<file path="src/rtl/matriz_soma_seq_if.sv">
// Bundle of the host-side ports of the matrix add/subtract engine: element write port,
// start/mode control and the valid/ready result stream.
interface matriz_soma_seq_if #(
    parameter int TAMANHO = 5,
    parameter int LARGURA = 8
);
    localparam int IW = (TAMANHO > 1) ? $clog2(TAMANHO) : 1;

    logic               wr_en;
    logic               wr_sel;
    logic [IW-1:0]      wr_lin;
    logic [IW-1:0]      wr_col;
    logic [LARGURA-1:0] wr_dado;
    logic               start;
    logic               modo;
    logic               ocupado;
    logic               out_valid;
    logic               out_ready;
    logic [LARGURA-1:0] out_dado;
    logic [IW-1:0]      out_lin;
    logic [IW-1:0]      out_col;
    logic               out_ultimo;
    logic               estouro;
    logic               done;

    modport master (
        output wr_en, wr_sel, wr_lin, wr_col, wr_dado, start, modo, out_ready,
        input  ocupado, out_valid, out_dado, out_lin, out_col, out_ultimo, estouro, done
    );

    modport slave (
        input  wr_en, wr_sel, wr_lin, wr_col, wr_dado, start, modo, out_ready,
        output ocupado, out_valid, out_dado, out_lin, out_col, out_ultimo, estouro, done
    );
endinterface

</file>
<file path="src/rtl/matriz_soma_seq.sv">
// Sequential TAMANHO x TAMANHO matrix add/subtract engine: C = A +/- B streamed row-major.
// Optional build macro MATRIZ_SOMA_SATURATE_EN selects saturating instead of wrapping results.
module matriz_soma_seq #(
    parameter int TAMANHO = 5,
    parameter int LARGURA = 8
) (
    input logic             clk,
    input logic             rst_n,
    matriz_soma_seq_if.slave bus
);
    localparam int IW = (TAMANHO > 1) ? $clog2(TAMANHO) : 1;
    localparam logic [IW-1:0] ULT = IW'(TAMANHO - 1);

    typedef enum logic {IDLE, CALC} estado_t;

    estado_t            estado_q, estado_d;
    logic [IW-1:0]      lin_q, col_q;
    logic               modo_q;
    logic               done_q;
    logic [LARGURA-1:0] mem_a [TAMANHO][TAMANHO];
    logic [LARGURA-1:0] mem_b [TAMANHO][TAMANHO];

    logic               valido, hs, ultimo_pos, aceita, wr_ok;
    logic [LARGURA:0]   soma, dif, res;
    logic [LARGURA-1:0] dado;

    assign valido     = (estado_q == CALC);
    assign hs         = valido & bus.out_ready;
    assign ultimo_pos = (lin_q == ULT) && (col_q == ULT);
    assign aceita     = (estado_q == IDLE) && bus.start;
    assign wr_ok      = bus.wr_en && (estado_q == IDLE) && !aceita;

    always_comb begin
        estado_d = estado_q;
        case (estado_q)
            IDLE: if (bus.start) estado_d = CALC;
            CALC: if (hs && ultimo_pos) estado_d = IDLE;
            default: estado_d = IDLE;
        endcase
    end

    always_ff @(posedge clk or negedge rst_n) begin
        if (!rst_n) begin
            estado_q <= IDLE;
            lin_q    <= '0;
            col_q    <= '0;
            modo_q   <= 1'b0;
            done_q   <= 1'b0;
        end else begin
            estado_q <= estado_d;
            done_q   <= hs && ultimo_pos;
            if (aceita) begin
                lin_q  <= '0;
                col_q  <= '0;
                modo_q <= bus.modo;
            end else if (hs) begin
                if (col_q == ULT) begin
                    col_q <= '0;
                    lin_q <= ultimo_pos ? '0 : lin_q + 1'b1;
                end else begin
                    col_q <= col_q + 1'b1;
                end
            end
        end
    end

    // Matching against every in-range (i,j) pair also drops out-of-range indices.
    always_ff @(posedge clk or negedge rst_n) begin
        if (!rst_n) begin
            for (int i = 0; i < TAMANHO; i++)
                for (int j = 0; j < TAMANHO; j++) begin
                    mem_a[i][j] <= '0;
                    mem_b[i][j] <= '0;
                end
        end else if (wr_ok) begin
            for (int i = 0; i < TAMANHO; i++)
                for (int j = 0; j < TAMANHO; j++)
                    if (bus.wr_lin == IW'(i) && bus.wr_col == IW'(j)) begin
                        if (bus.wr_sel) mem_b[i][j] <= bus.wr_dado;
                        else            mem_a[i][j] <= bus.wr_dado;
                    end
        end
    end

    // Bit LARGURA is the carry for add and the borrow (A < B) for subtract.
    always_comb begin
        soma = {1'b0, mem_a[lin_q][col_q]} + {1'b0, mem_b[lin_q][col_q]};
        dif  = {1'b0, mem_a[lin_q][col_q]} - {1'b0, mem_b[lin_q][col_q]};
        res  = modo_q ? dif : soma;
`ifdef MATRIZ_SOMA_SATURATE_EN
        if (res[LARGURA]) dado = modo_q ? '0 : '1;
        else              dado = res[LARGURA-1:0];
`else
        dado = res[LARGURA-1:0];
`endif
    end

    // Storage and indices are frozen while CALC waits, so a stall holds every output.
    assign bus.ocupado    = valido;
    assign bus.out_valid  = valido;
    assign bus.out_dado   = valido ? dado : '0;
    assign bus.out_lin    = lin_q;
    assign bus.out_col    = col_q;
    assign bus.out_ultimo = valido && ultimo_pos;
    assign bus.estouro    = valido && res[LARGURA];
    assign bus.done       = done_q;

endmodule

</file>
<file path="src/flat_wrapper.sv">
// flat-port wrapper written by rule: the top's interface ports become plain ports
module matriz_soma_seq_flat 
#(
    parameter int TAMANHO = 5,
    parameter int LARGURA = 8
)
  (clk, rst_n, bus_wr_en, bus_wr_sel, bus_wr_lin, bus_wr_col, bus_wr_dado, bus_start, bus_modo, bus_out_ready, bus_ocupado, bus_out_valid, bus_out_dado, bus_out_lin, bus_out_col, bus_out_ultimo, bus_estouro, bus_done);
  matriz_soma_seq_if #(.TAMANHO(TAMANHO), .LARGURA(LARGURA)) bus_i ();
  input logic clk;
  input logic rst_n;
  input wire logic [$bits(bus_i.wr_en)-1:0] bus_wr_en;
  input wire logic [$bits(bus_i.wr_sel)-1:0] bus_wr_sel;
  input wire logic [$bits(bus_i.wr_lin)-1:0] bus_wr_lin;
  input wire logic [$bits(bus_i.wr_col)-1:0] bus_wr_col;
  input wire logic [$bits(bus_i.wr_dado)-1:0] bus_wr_dado;
  input wire logic [$bits(bus_i.start)-1:0] bus_start;
  input wire logic [$bits(bus_i.modo)-1:0] bus_modo;
  input wire logic [$bits(bus_i.out_ready)-1:0] bus_out_ready;
  output wire logic [$bits(bus_i.ocupado)-1:0] bus_ocupado;
  output wire logic [$bits(bus_i.out_valid)-1:0] bus_out_valid;
  output wire logic [$bits(bus_i.out_dado)-1:0] bus_out_dado;
  output wire logic [$bits(bus_i.out_lin)-1:0] bus_out_lin;
  output wire logic [$bits(bus_i.out_col)-1:0] bus_out_col;
  output wire logic [$bits(bus_i.out_ultimo)-1:0] bus_out_ultimo;
  output wire logic [$bits(bus_i.estouro)-1:0] bus_estouro;
  output wire logic [$bits(bus_i.done)-1:0] bus_done;
  assign bus_i.wr_en = bus_wr_en;
  assign bus_i.wr_sel = bus_wr_sel;
  assign bus_i.wr_lin = bus_wr_lin;
  assign bus_i.wr_col = bus_wr_col;
  assign bus_i.wr_dado = bus_wr_dado;
  assign bus_i.start = bus_start;
  assign bus_i.modo = bus_modo;
  assign bus_i.out_ready = bus_out_ready;
  assign bus_ocupado = bus_i.ocupado;
  assign bus_out_valid = bus_i.out_valid;
  assign bus_out_dado = bus_i.out_dado;
  assign bus_out_lin = bus_i.out_lin;
  assign bus_out_col = bus_i.out_col;
  assign bus_out_ultimo = bus_i.out_ultimo;
  assign bus_estouro = bus_i.estouro;
  assign bus_done = bus_i.done;
  matriz_soma_seq #(.TAMANHO(TAMANHO), .LARGURA(LARGURA)) u_core (.clk(clk), .rst_n(rst_n), .bus(bus_i));
endmodule
</file>
<file path="config.mk">
export PLATFORM = sky130hd
export DESIGN_NAME = matriz_soma_seq_flat
export DESIGN_NICKNAME = d
export VERILOG_FILES = /design/src/rtl/matriz_soma_seq_if.sv /design/src/rtl/matriz_soma_seq.sv /design/src/flat_wrapper.sv
export SDC_FILE = /design/constraint.sdc
export NUM_CORES = 1
export LEC_CHECK = 0
export ABC_AREA = 1
export BUFFER_PORTS_ARGS = -buffer_cell sky130_fd_sc_hd__buf_4
export CAP_MARGIN = 40
export CELL_PAD_IN_SITES_DETAIL_PLACEMENT = 1
export CELL_PAD_IN_SITES_GLOBAL_PLACEMENT = 1
export CORE_MARGIN = 2
export CORE_UTILIZATION = 30
export DETAILED_ROUTE_END_ITERATION = 8
export GPL_TIMING_DRIVEN = 0
export PLACE_DENSITY_LB_ADDON = 0.1
export SYNTH_ARGS = -nofsm -noshare
export SYNTH_HDL_FRONTEND = slang
export SYNTH_SLANG_ARGS = --single-unit
</file>
<file path="constraint.sdc">
create_clock -name clk -period 11.2 [get_ports clk]
set_clock_uncertainty 0.05 [all_clocks]
set_input_delay 2.24 -clock clk [delete_from_list [all_inputs] [get_ports clk]]
set_output_delay 2.24 -clock clk [all_outputs]
set_load 0.05 [all_outputs]
</file>
==> results of run 1 <==
==> power groups by stage <==
stage	Combinational, µW	Sequential, µW	Clock [µW]
detailed placement	2810	1570	0
finish	2800	1550	1580
global route	3030	1550	1680
CTS	2820	1550	1630
global placement	2790	1570	0
floorplan	1740	1590	0
==> stage by stage <==
step                      cells  utilization, %  power (µW)  worst slack [ns]
after floorplan            2339               -        3330              4.74
after global placement     3224            32.5        4360              3.35
after detailed placement   3238            32.9        4380              4.11
after CTS                  3324            35.4        6000              3.43
after global routing       3325            35.4        6260              2.94
final                      3325            35.4        5930              3.49
==> worst max-delay path by stage <==
stage	startpoint	end	slack (ns)	cells past startpoint
after detailed placement	u_core.bus.out_lin[2]$_DFFE_PN0P_	bus_out_dado[7]	4.11	21
after CTS	u_core.bus.out_lin[2]$_DFFE_PN0P_	bus_out_dado[7]	3.43	21
after global placement	rst_n	u_core.mem_a[109]$_DFFE_PN0P_	3.35	1
after floorplan	u_core.bus.out_lin[0]$_DFFE_PN0P_	bus_out_dado[7]	4.74	27
final	u_core.bus.out_lin[0]$_DFFE_PN0P_	bus_out_dado[7]	3.49	29
after global routing	u_core.bus.out_lin[0]$_DFFE_PN0P_	bus_out_dado[7]	2.94	29
==> worst max-delay path: cells and delay by family (launching register included) <==
kind | cells | cell delay, ns
buffers and inverters | 7 | 0.96
adder cells (fa/ha/maj) | 2 | 0.57
flip-flops | 1 | 0.53
AND/OR/NAND/NOR | 14 | 1.18
AO/OA/AOI/OAI | 6 | 1.54
==> cell families after synthesis <==
| group | synth area share (%) |
|---|---|
| mux | 0.0521 |
| xor+xnor | 0.182 |
| flops | 53.3 |
| fa+ha+maj | 0.951 |
| buf+inv | 6.10 |
| simple gates | 21.9 |
| compound gates | 17.6 |
==> state kept, by name (all words and copies together) (netlist names) <==
register            count
u_core.bus.done         1
u_core.modo_q           1
u_core.mem_a          200
u_core.bus.out_lin      3
u_core.bus.out_col      3
u_core.mem_b          200
u_core.bus.ocupado      1
==> area by class of cell <==
type / count / area (µm²) / area share [%]
Buffer: 172 / 891 / 3.98
Tap cell: 846 / 1060 / 4.73
Inverter: 72 / 280 / 1.25
Clock inverter: 12 / 104 / 0.465
Clock buffer: 74 / 1460 / 6.54
Sequential cell: 409 / 10200 / 45.8
Multi-Input combinational cell: 1686 / 7800 / 34.9
Timing Repair Buffer: 54 / 526 / 2.35
==> layout by cell type (no fill, tap or decap), types with 24 or more instances in the layout <==
master / count
nand2_1: 739
o21ai_0: 490
dfrtp_1: 409
nor2_1: 136
nand3_1: 122
clkbuf_1: 117
inv_1: 63
clkbuf_16: 50
buf_4: 46
buf_2: 33
buf_6: 31
a21oi_1: 26
o21ai_1: 24
==> layer usage <==
metal	up-vias	share of wire, %	GRT usage [%]	wire (µm)
li1	8013	-	-	-
met1	8672	47	33.5	37600
met2	372	45	38.8	36500
met3	127	4.8	4.67	3890
met4	0	3.0	7.70	2450
met5	-	0	0	0
==> impl_metrics.ini, run 1 <==
[outcome]
status = completed

[die]
row_count = 92
start_util_pct = 30.4
fp.dieW_um = 257
fp.dieH_um = 257
die_area_mm2 = 0.0661
core_mm2 = 0.0632
ios = 40

[global_routing]
antenna_found_initial = 2
track_usage_pct = 24.4
grt_max_degree = 119
grt_pass1_wl_um = 120000
first_global_vias = 18128
grt_overflow = 0

[cts]
cts_resized = 0
clk_latency_ns = 0.60
cts_buffers = 50
cts-hold-fix-buffers = 0
cts_root_buf = clkbuf_16
clock_sinks = 409
cts_tree = built
path_clk_slew_ns = 0.06
cts_setup_buffers = 0
clk_path_buf_depth = 3
h-tree-depth = 2

[pwr]
ir_drop_mv = 0.248
internal_power_uw = 3210
power_density_mw_per_mm2 = 265
comb_power_share_pct = 47.3
pwr-share-seq_pct = 26.1
clockPowerShare_pct = 26.7
leakage_uw = 0.00986
switchingPower_uw = 2730
p_sw_share_pct = 45.9

[placed_design]
hpwl_um = 58200
place_congestion = 0.855
io_buffers = 39
postPlaceCellArea_mm2 = 0.0208

[drt]
drc = 0
vias_per_cell = 5.17
first_pass_iters = 5
antenna_left = 0
wl_per_cell_um = 24.2
drtIter0Drc = 1169
via_count = 17184
drt-total-wl_um = 80400

[min_path]
hold_path.class = flip-flop to flip-flop
holdPathEnd = u_core.mem_b[60]$_DFFE_PN0P_
hold_path_depth = 2
worstHoldStart = u_core.mem_b[60]$_DFFE_PN0P_

[yosys]
ys_warn_count = 0
synth_cell_type_count = 42
synth-edff-count = 0
synth_common_cells = nand2_1, o21ai_0, dfrtp_1, nor2_1, nand3_1
ys_async_sr_fraction_pct = 100
ys_dominant_reg_cell = dfrtp_1
syn_area_mm2 = 0.0192
syn_nets = 2374
synth-seq-cells = 409
netlist_instances = 2339
synth.largest_area_cell = dfrtp_1
yosys.area.top_type_share_pct = 53.3
synth_area_leaders = dfrtp_1, nand2_1, o21ai_0
synth.yosys.seq_area_share_pct = 53.3
synth.most_common_cell = nand2_1
syn_area_per_cell_um2 = 8.21

[worst_setup_path]
crit_top_cell = nand2_1
reg2reg_depth = 8
end_kind = output pin
cp.required_ns = 8.91
crit_type = flip-flop to output pin
slowest_delay_ns = 0.53
cp-start-kind = flip-flop
crit_fanout = 10
timing.rr.end = u_core.bus.out_lin[2]$_DFFE_PN0P_
crit_slowest_cell = dfrtp_1
cp.arrival_ns = 5.42
r2r_slack_ns = 7.88
r2r_start = u_core.bus.out_col[1]$_DFFE_PN0P_

[sta]
layout_min_cycle_time_ns = 7.71
hold_ws_ns = 0.428
setup_violations = 0
max_freq_mhz = 130
rsz0062_at_grt = no
setup_tns_ns = 0
slew_headroom_pct = 37.6
hold_viol = 0
slew_violations = 0
period_share_pct = 68.9
worst_pin_slew_ns = 0.935

[final_layout]
antenna_cells = 0
area_delta_synth_final_pct = 16.4
fill_cells = 7521
stdcell_area_mm2 = 0.0224
drive_above_1_share_pct = 8.83
fin_nets = 2480

[flow_run]
max_cap_viol_count = 0
(Power assumes the default switching activity.)
==> run 2: changes to the inputs <==
clock period = 6.85 ns   (was 11.2 ns; I/O delays follow)
==> impl_metrics.ini, run 2 (synthesized netlist as in run 1, its figures left out) <==
[outcome]
status = completed

[sta]
max_freq_mhz = 154
layout_min_cycle_time_ns = 6.50
hold_ws_ns = 0.428
setup_violations = 0
worst_pin_slew_ns = 0.952
hold_viol = 0
period_share_pct = 94.9
slew_headroom_pct = 36.5
rsz0062_at_grt = no
slew_violations = 0

[global_routing]
grt_overflow = 0
grt_pass1_wl_um = 120000
first_global_vias = 18126
antenna_found_initial = 2
grt_max_degree = 119
track_usage_pct = 24.4

[worst_setup_path]
reg2reg_depth = 8
crit_slowest_cell = dfrtp_1
crit_type = flip-flop to output pin
end_kind = output pin
crit_fanout = 10
timing.rr.end = u_core.bus.out_lin[2]$_DFFE_PN0P_
r2r_slack_ns = 3.62
cp-start-kind = flip-flop
cp.required_ns = 5.43
r2r_start = u_core.bus.out_col[1]$_DFFE_PN0P_
slowest_delay_ns = 0.80
cp.arrival_ns = 5.08
crit_path_cell_trace = buf_4, buf_6, buf_2, a221oi_1, o21ai_0, nand2_1, a21oi_1, a21oi_1, ha_1, fa_1, inv_1, nand3_1, nand2_1, nand2_1, nand2_1, a21oi_1, nor2_1, nor2_1, nor2_1, nor2_1, nand3_1, nand2_1, nor2_1, buf_4

[final_layout]
layout_commonest_cell = nand2_1
top_regs = u_core.mem_a x200, u_core.mem_b x200
multiInputGateArea_mm2 = 0.00781
antenna_cells = 0
area_delta_synth_final_pct = 16.4
fin_util_pct = 35.4
drive_above_1_share_pct = 9.05
fin_nets = 2477
fill_cells = 7523
seqCellArea_mm2 = 0.0102
layout_common_cells = nand2_1, o21ai_0, dfrtp_1

[pwr]
p_sw_share_pct = 45.9
clockPowerShare_pct = 26.6
power_uw = 9720
pwr-share-seq_pct = 26.0
switchingPower_uw = 4470
ir_drop_mv = 0.406
power_density_mw_per_mm2 = 435
leakage_uw = 0.00986
internal_power_uw = 5260
comb_power_share_pct = 47.3

[drt]
drc = 0
first_pass_iters = 5
via_count = 17184
wl_per_cell_um = 24.2
drt-total-wl_um = 80300
drtIter0Drc = 1238
vias_per_cell = 5.17
antenna_left = 0

[placed_design]
io_buffers = 39
place_congestion = 0.855
hpwl_um = 58200

[cts]
clk_latency_ns = 0.61
cts_tree = built
path_clk_slew_ns = 0.06
cts_root_buf = clkbuf_16
cts_setup_buffers = 0
clock_sinks = 409
clk_path_buf_depth = 3
cts_buffers = 50
cts-hold-fix-buffers = 0
h-tree-depth = 2

[min_path]
hold_path_depth = 2
holdPathEnd = u_core.mem_b[60]$_DFFE_PN0P_
worstHoldStart = u_core.mem_b[60]$_DFFE_PN0P_
hold_path.class = flip-flop to flip-flop

[die]
fp.dieH_um = 257
core_mm2 = 0.0632
fp.dieW_um = 257
ios = 40
die_area_mm2 = 0.0661
start_util_pct = 30.4
row_count = 92

[flow_run]
max_cap_viol_count = 0
[run 2: cell types whose count changed in the layout (fill, tap and decap cells not counted), moves of 2 or more]
cell / delta
buf_2: -3
a21oi_1: -2
a21oi_2: +2
buf_6: -2
clkbuf_1: -2
clkbuf_2: +2
dfrtp_1: -2
dfrtp_2: +2
o21ai_0: -2
o21ai_1: +2
[run 2: worst max path at each step]
stage                                       from                             to  slack (ns)
2_1_floorplan  u_core.bus.out_lin[0]$_DFFE_PN0P_                bus_out_dado[7]        1.26
3_3_place_gp                               rst_n  u_core.mem_a[109]$_DFFE_PN0P_       -0.13
3_5_place_dp   u_core.bus.out_lin[2]$_DFFE_PN0P_                bus_out_dado[7]        0.63
4_1_cts        u_core.bus.out_lin[0]$_DFFE_PN0P_                    bus_estouro        0.05
5_1_grt        u_core.bus.out_lin[0]$_DFFE_PN0P_                bus_out_dado[7]        0.01
6_report       u_core.bus.out_col[1]$_DFFE_PN0P_                    bus_estouro        0.35
[run 2: cell type report]
class	count	area share (%)
multi-input combinational	1686	34.9
inverter	72	1.25
timing repair buffer	53	2.30
clock buffer	74	6.53
sequential	409	45.8
buffer	170	3.99
tap	846	4.73
clock inverter	12	0.464
[run 2: power by group through the flow]
stage	logic [µW]	registers (µW)	clock network, µW
6_report	4600	2530	2590
4_1_cts	4610	2530	2660
3_3_place_gp	4560	2570	0
3_5_place_dp	4590	2570	0
5_1_grt	4980	2530	2750
2_1_floorplan	2840	2600	0
[run 2: metrics by stage]
step / TNS (ns) / instances / setup WS [ns] / instance area [µm²]
after detailed placement: 0 / 3238 / 0.635 / 20800
after floorplan: 0 / 2339 / 1.26 / 19200
after global placement: -18.15 / 3224 / -0.129 / 20600
final: 0 / 3322 / 0.347 / 22400
after CTS: 0 / 3323 / 0.0462 / 22300
after global routing: 0 / 3322 / 0.0108 / 22400
[run 2: critical path: cells and delay by family, from the launching register on]
family | cells | cell delay [ns]
simple gates | 12 | 0.99
flops | 1 | 0.80
fa+ha+maj | 2 | 0.60
compound gates | 5 | 0.89
buf+inv | 5 | 1.16
[run 2: repair_timing]
item / in CTS / in global routing
endpoints found under the hold margin: 0 / 0
cloned: 0 / 0
gates resized for setup: 2 / 12
setup endpoints to repair: 1 / 3
pin swaps: 0 / 1
[run 2: per-layer routing]
layer / GRT usage, % / routed length (µm)
met4: 7.59 / 2320
met5: 0 / 0
met2: 38.9 / 36600
met1: 33.4 / 37200
met3: 4.74 / 4210
